### config.mk
export PLATFORM = sky130hd
export DESIGN_NAME = encoder_16x4_serial
export DESIGN_NICKNAME = d
export VERILOG_FILES = /design/src/rtl/encoder_16x4_serial_pkg.sv /design/src/rtl/encoder_16x4_serial_prio_enc16.sv /design/src/rtl/encoder_16x4_serial.sv
export SDC_FILE = /design/constraint.sdc
export NUM_CORES = 1
export LEC_CHECK = 0
export ABC_CLOCK_PERIOD_IN_PS = 3200
export CAP_MARGIN = 20
export CORE_MARGIN = 2
export CORE_UTILIZATION = 59
export CTS_BUF_LIST = sky130_fd_sc_hd__clkbuf_4
export DETAILED_ROUTE_END_ITERATION = 8
export DONT_BUFFER_PORTS = 1
export GPL_ROUTABILITY_DRIVEN = 0
export GPL_TIMING_DRIVEN = 0
export PLACE_DENSITY = 0.75
export SLEW_MARGIN = 20
export SYNTH_ARGS = -nofsm -noshare
export SYNTH_HDL_FRONTEND = slang
export SYNTH_SLANG_ARGS = --single-unit
### constraint.sdc
create_clock -name clk -period 3.2 [get_ports clk]
set_clock_uncertainty 0.2 [all_clocks]
set_input_delay 0.64 -clock clk [delete_from_list [all_inputs] [get_ports clk]]
set_output_delay 0.64 -clock clk [all_outputs]
set_load 0.05 [all_outputs]
### src/rtl/encoder_16x4_serial_pkg.sv
// Shared types and widths for the serial 16-to-4 encoder.
// Holds the vector/index widths, FSM state type and a one-hot helper.
package encoder_pkg;

    localparam int VEC_W = 16;
    localparam int IDX_W = 4;

    typedef enum logic {
        IDLE = 1'b0,
        EMIT = 1'b1
    } state_t;

    function automatic logic single_bit(input logic [VEC_W-1:0] v);
        return (v != '0) && ((v & (v - VEC_W'(1))) == '0);
    endfunction

endpackage

### src/rtl/encoder_16x4_serial_prio_enc16.sv
// Combinational 16-bit priority encoder with a rotating start point.
// Returns the first set bit at index >= start, wrapping 15 -> 0.
module prio_enc16
    import encoder_pkg::*;
(
    input  logic [VEC_W-1:0] vec,
    input  logic [IDX_W-1:0] start,
    output logic [IDX_W-1:0] idx,
    output logic             found
);

    logic [IDX_W-1:0] pos;

    // Scan from the far end back to start so the nearest hit wins.
    always_comb begin
        idx   = '0;
        found = 1'b0;
        pos   = '0;
        for (int k = VEC_W - 1; k >= 0; k--) begin
            pos = start + IDX_W'(k);
            if (vec[pos]) begin
                found = 1'b1;
                idx   = pos;
            end
        end
    end

endmodule

### src/rtl/encoder_16x4_serial.sv
// Serial encoder: captures a multi-hot vector, emits one index per transfer.
// ENC_ROUND_ROBIN_EN selects a persistent rotating start pointer.
module encoder_16x4_serial
    import encoder_pkg::*;
(
    input  logic             clk,
    input  logic             rst,
    input  logic             in_valid,
    output logic             in_ready,
    input  logic [VEC_W-1:0] I,
    output logic             out_valid,
    input  logic             out_ready,
    output logic [IDX_W-1:0] Y,
    output logic             last,
    output logic             zero_err
);

    state_t           state_q;
    state_t           state_d;
    logic [VEC_W-1:0] pending_q;
    logic [VEC_W-1:0] pending_d;
    logic             zero_err_q;
    logic             zero_err_d;

    logic [IDX_W-1:0] start;
    logic [IDX_W-1:0] sel;
    logic             found;
    logic             accept;
    logic             xfer;
    logic             single;

    prio_enc16 u_prio (
        .vec   (pending_q),
        .start (start),
        .idx   (sel),
        .found (found)
    );

    assign in_ready  = (state_q == IDLE);
    assign out_valid = (state_q == EMIT);
    assign accept    = in_valid && in_ready;
    assign xfer      = out_valid && out_ready;
    assign single    = single_bit(pending_q);
    assign zero_err  = zero_err_q;

    always_comb begin
        Y    = '0;
        last = 1'b0;
        if (out_valid && found) begin
            Y    = sel;
            last = single;
        end
    end

`ifdef ENC_ROUND_ROBIN_EN
    logic [IDX_W-1:0] ptr_q;

    always_ff @(posedge clk) begin
        if (rst) begin
            ptr_q <= '0;
        end else if (xfer) begin
            ptr_q <= sel + IDX_W'(1);
        end
    end

    assign start = ptr_q;
`else
    assign start = '0;
`endif

    always_comb begin
        state_d    = state_q;
        pending_d  = pending_q;
        zero_err_d = 1'b0;
        unique case (state_q)
            IDLE: begin
                if (accept) begin
                    if (I == '0) begin
                        zero_err_d = 1'b1;
                    end else begin
                        pending_d = I;
                        state_d   = EMIT;
                    end
                end
            end
            EMIT: begin
                if (xfer) begin
                    pending_d = pending_q & ~(VEC_W'(1) << sel);
                    if (last) begin
                        state_d = IDLE;
                    end
                end
            end
            default: begin
                state_d   = IDLE;
                pending_d = '0;
            end
        endcase
    end

    always_ff @(posedge clk) begin
        if (rst) begin
            state_q    <= IDLE;
            pending_q  <= '0;
            zero_err_q <= 1'b0;
        end else begin
            state_q    <= state_d;
            pending_q  <= pending_d;
            zero_err_q <= zero_err_d;
        end
    end

endmodule

After elaboration in Yosys (flattened, before gate mapping)
Index checks and enable logic that the tools add are counted.
{ "word_totals": {"reg_bits": 18, "in_bits": 20, "out_inout_bits": 8, "word_cells": 66} }
{ "classes": {"addsub": 1, "eq_ne": 3, "n_shift": 1, "muxes": 44, "n_bitwise": 5, "reduce_logical": 9} }
{ "op_table": {"columns": ["cell", "n"], "rows": [
  ["$mux W4", 17],
  ["$mux W16", 3],
  ["$and A16 B16 Y16", 2],
  ["$logic_not A16 Y1", 2],
  ["$pmux W16 S2", 1],
  ["$mux W1", 22],
  ["$not A16 Y16", 1],
  ["$reduce_bool A16 Y1", 1],
  ["$shl A1 B4 Y16 const A", 1],
  ["$sub A16 B1 Y16 const B", 1],
  ["$logic_and A1 B1 Y1", 4],
  ["$ne A2 B1 Y1 const B", 2],
  ["$reduce_and A3 Y1", 1],
  ["$reduce_or A3 Y1", 1],
  ["$ne A2 B2 Y1 const B", 1],
  ["$not A1 Y1", 2],
  ["$pmux W1 S2", 1]
]} }

Depth between registers and ports, before layout
{ "depth": {"word_depth": 21, "mapped_depth": 7, "ltp_nobuf": 6} }

By module
From an unflattened synthesis, not the netlist that was laid out.
{ "unflattened": {"cells_unflattened": 406, "area_unflattened_um2": 3482.1} }
{ "modules_own_cells": {"columns": ["mod", "n_inst", "cells_per_inst", "area_per_inst_um2", "seq_area_each_um2"], "rows": [
  ["prio_enc16", 1, 257, 2384.8, 0.0],
  ["encoder_16x4_serial", 1, 149, 1097.3, 360.3]
]} }

Worst setup path after synthesis
Ideal clock, no wire load.
{ "synth_path": {"path_kind": "flip-flop to output port", "start": "register pending_q[0]", "end": "output last", "t_arrival_ns": 3.114, "required_ns": 2.360, "path_slack_ns": -0.754, "stages_incl_launch_ff": 7, "n_path_buf": 1, "cell_sequence": "dfxtp_1 -> buf_6 -> or4_4 -> nor2_4 -> a31oi_1 -> or3_4 -> nor4_1"} }
{ "synth_via": {"elab_chain_cells": 5, "word_cells_on_any_way": 8, "cone_classes": "add/sub (1); mux (2); bitwise (1); reduce/logical (4)"} }
{ "synth_lines": {"columns": ["item", "line", "text"], "rows": [
  ["from (decl)", "encoder_16x4_serial.sv:20", "logic [VEC_W-1:0] pending_q;"],
  ["from (signal assigned)", "encoder_16x4_serial.sv:108", "pending_q <= pending_d;"],
  ["$sub A16 B1 Y16", "encoder_16x4_serial_pkg.sv:14", "return (v != '0) && ((v & (v - VEC_W'(1))) == '0);"],
  ["$and A16 B16 Y16", "encoder_16x4_serial_pkg.sv:14", null],
  ["$logic_not A16 Y1", "encoder_16x4_serial_pkg.sv:14", null],
  ["$logic_and A1 B1 Y1", "encoder_16x4_serial_pkg.sv:14", null],
  ["$mux W1 *", "encoder_16x4_serial.sv:49", "if (out_valid && found) begin"],
  ["to (decl)", "encoder_16x4_serial.sv:14", "output logic last,"]
]} }
Mark *: on every way between the ends. The rest lies on a longest branch, timed or not.

Worst setup path in the final report
Same ends and word-level chain as after synthesis.

==> metrics.md <==
| Metric | Value |
|---|---|
| Power per Cell Area | `467 mW/mm^2` |
| Dpl hpwl | `2830 um` |
| # diodes | `0` |
| All-Layer GR Usage | `31.3%` |
| Sink Count | `18` |
| Max Slew Vio Count | `0` |
| Hold Crit Endpoint | `pending_q[1]$_SDFFE_PP0P_` |
| Finished Cell Area | `0.00142 mm^2` |
| Setup ws final | `-262 ps` |
| Reg2reg start | `pending_q[12]$_SDFFE_PP0P_` |
| R2r setup slk | `640 ps` |
| Via-per-instance ratio | `7.03` |
| Share of cells above drive strength 1 | `21.0%` |
| Synth area leaders | `dfxtp_1, a21oi_1, nand2_1, a31oi_1, buf_4` |
| Fin crit period | `3460 ps` |
| Core area | `0.00217 mm^2` |
| I/O pin total | `28` |
| Placed Area | `0.00137 mm^2` |
| Worst VDD drop | `404 uV` |
| Crit-path slowest cell | `nor4_4` |
| Die width | `51.3 um` |
| Cell Rows | `17` |
| Number of port buffers | `0` |
| Hold path depth | `2` |
| Area share of the largest cell type after synthesis | `27.3%` |
| DRT antenna net count | `0` |
| Syn-to-layout area delta | `7.77%` |
| WL final | `3920 um` |
| Die area | `0.00263 mm^2` |
| Synthesized Nets | `192` |
| Normalized max-slew margin | `51.0%` |
| Crit-path cells | `or4_4 > nor2_4 > a31oi_1 > or3_4 > nor4_4` |
| WP data arrival | `2620 ps` |
| WS Path Type | `reg2out` |
| Hold crit path type | `in2reg` |
| Chip height | `51.3 um` |
| Final hold violation count | `0` |
| Worst Path Required | `2360 ps` |
| Vias in the first global route | `1220` |
| First-pass GRT wire length | `6070 um` |
| Num CTS Buffers | `3` |
| Final period util | `108%` |
| Distinct cells, synth | `51` |
| Flops & latches, synth | `18` |
| Register area share after synthesis | `27.3%` |
| Final setup viols | `1` |
| Initial Util | `60.9%` |
| Synth warn | `0` |
| Initial drt markers | `88` |
| WHS | `257 ps` |
| Nets@finish | `198` |
| Ys flop type | `dfxtp_1` |
| Vias | `1435` |
| CTS tree | `yes` |
| CTS Buffer Depth | `2` |
| Top-count cell post-synth | `nand2_1` |
| Reg-to-Reg End | `out_valid$_SDFF_PP0_` |
| Critical path launch point type | `flip-flop` |
| Root cell of the clock tree | `clkbuf_4` |
| Pin count of the biggest net entering global routing | `11` |
| Failing checks | `negative setup slack` |
| Yosys top cell by area | `dfxtp_1` |
| Power, Total | `0.000665 W` |
| Commonest cells post-synth | `nand2_1, a21oi_1, dfxtp_1, nor2_1` |
| Clock-pin transition on the worst setup and hold timing paths | `90 ps` |
| EDFF count, synth | `0` |
| Post-synthesis cell count | `172` |
| Unrepaired setup endpoints after global routing | `yes` |
| Async S/R FF share, synth | `0%` |
| Initial antenna violation count | `0` |
| Grt ovf | `0` |
| Worst skew pair latency | `300 ps` |
| First-pass iteration count of the detailed router | `5` |
| Critical Path Max Stage Delay | `670 ps` |
| DR WL/cell | `19.2 um` |
| Worst R2R Path Depth | `8` |
| Element type at the critical path end | `primary output` |
| Leak Pwr | `0.484 nW` |
| DP Worst Slack | `-295 ps` |
| Synth Area per Inst | `7.68 um^2` |
| Worst-margin pin slew | `729 ps` |
| Mapped cell area | `0.00132 mm^2` |
| Final core utilization | `65.6%` |
| DRC | `0` |
| Hold path start | `I[1]` |
| Max-cap violation count | `0` |
| CP Max Fanout | `8` |
| Max Clk Rate | `289 MHz` |
| Status | `finished, violations left` |
| Hold buffers post-CTS | `0` |
| H-tree depth | `1` |
worst max-delay path, delay by kind of cell, from the launching register on:
family,cells,cell delay (ps)
AO/OA/AOI/OAI,1,100
flip-flops,1,390
AND/OR/NAND/NOR,4,1830
sequential cells by signal, summed over array words and instances, names as in the netlist:
register	cells
zero_err	1
pending_q	16
out_valid	1
layout make-up:
type / instances / area, um^2
multi-input cells: 134 / 882
fillers: 216 / 746
flip-flops and latches: 18 / 367
plain buffers: 9 / 56.3
well taps: 28 / 35.0
inverters: 8 / 31.3
repair buffers: 4 / 30.0
clock buffers: 3 / 22.5
power by group:
part	switching (W)	internal, W
logic	0.000176	0.000104
clock network	0.0000717	0.0000440
registers	0.0000302	0.000239
total	0.000278	0.000387
metal layers:
metal	up-vias	routed length, um	global-route usage [%]
met3	13	453	6.14
met5	-	0	0
li1	665	-	-
met4	0	95	11.8
met1	661	1480	42.0
met2	96	1890	49.8
worst max path at each step:
stage                                   start  slack, ps  cells after the start    to
global route        pending_q[0]$_SDFFE_PP0P_       -340                      5  last
floorplan           pending_q[0]$_SDFFE_PP0P_       -180                      6  last
CTS                 pending_q[1]$_SDFFE_PP0P_       -240                      6  last
global placement    pending_q[0]$_SDFFE_PP0P_       -270                      6  last
finish              pending_q[0]$_SDFFE_PP0P_       -260                      5  last
detailed placement  pending_q[0]$_SDFFE_PP0P_       -300                      6  last
logic make-up after synthesis:
| kind of cell | share of synthesized area (%) |
|---|---|
| flip-flops | 27.3 |
| multiplexers | 0.758 |
| AND/OR/NAND/NOR | 30.2 |
| AO/OA/AOI/OAI | 31.4 |
| adder cells (fa/ha/maj) | 1.52 |
| buffers and inverters | 8.81 |
stage by stage:
step | TNS (ps) | std cells
2_1_floorplan | -185 | 172
3_3_place_gp | -372 | 200
3_5_place_dp | -404 | 200
4_1_cts | -238 | 203
5_1_grt | -389 | 204
6_report | -262 | 204
timing repair:
item | in CTS | in global routing
resized for setup | 5 | 7
setup buffers | 0 | 4
setup endpoints to repair | 3 | 3
pin swaps | 4 | 6
cells in the final DEF, fill, tap and decap left out, types with 2 or more instances in the layout:
cell type   n
nor3_1      3
clkbuf_4    3
maj3_1      2
a21oi_1    20
nor4_4      2
nand2_1    22
nand3_1     6
and2_1      2
buf_4       8
or4_4       3
a211oi_1    2
buf_2       2
or2_2       2
nor2_1      9
a221oi_1    3
a31oi_1     7
dfxtp_2     2
nor4_1      5
o311ai_0    3
dfxtp_1    15
a22oi_1     4
inv_1       7
o21ai_0     5
o211ai_1    5
nand4_1     2
Note: power is estimated with default switching activity, not from simulation.
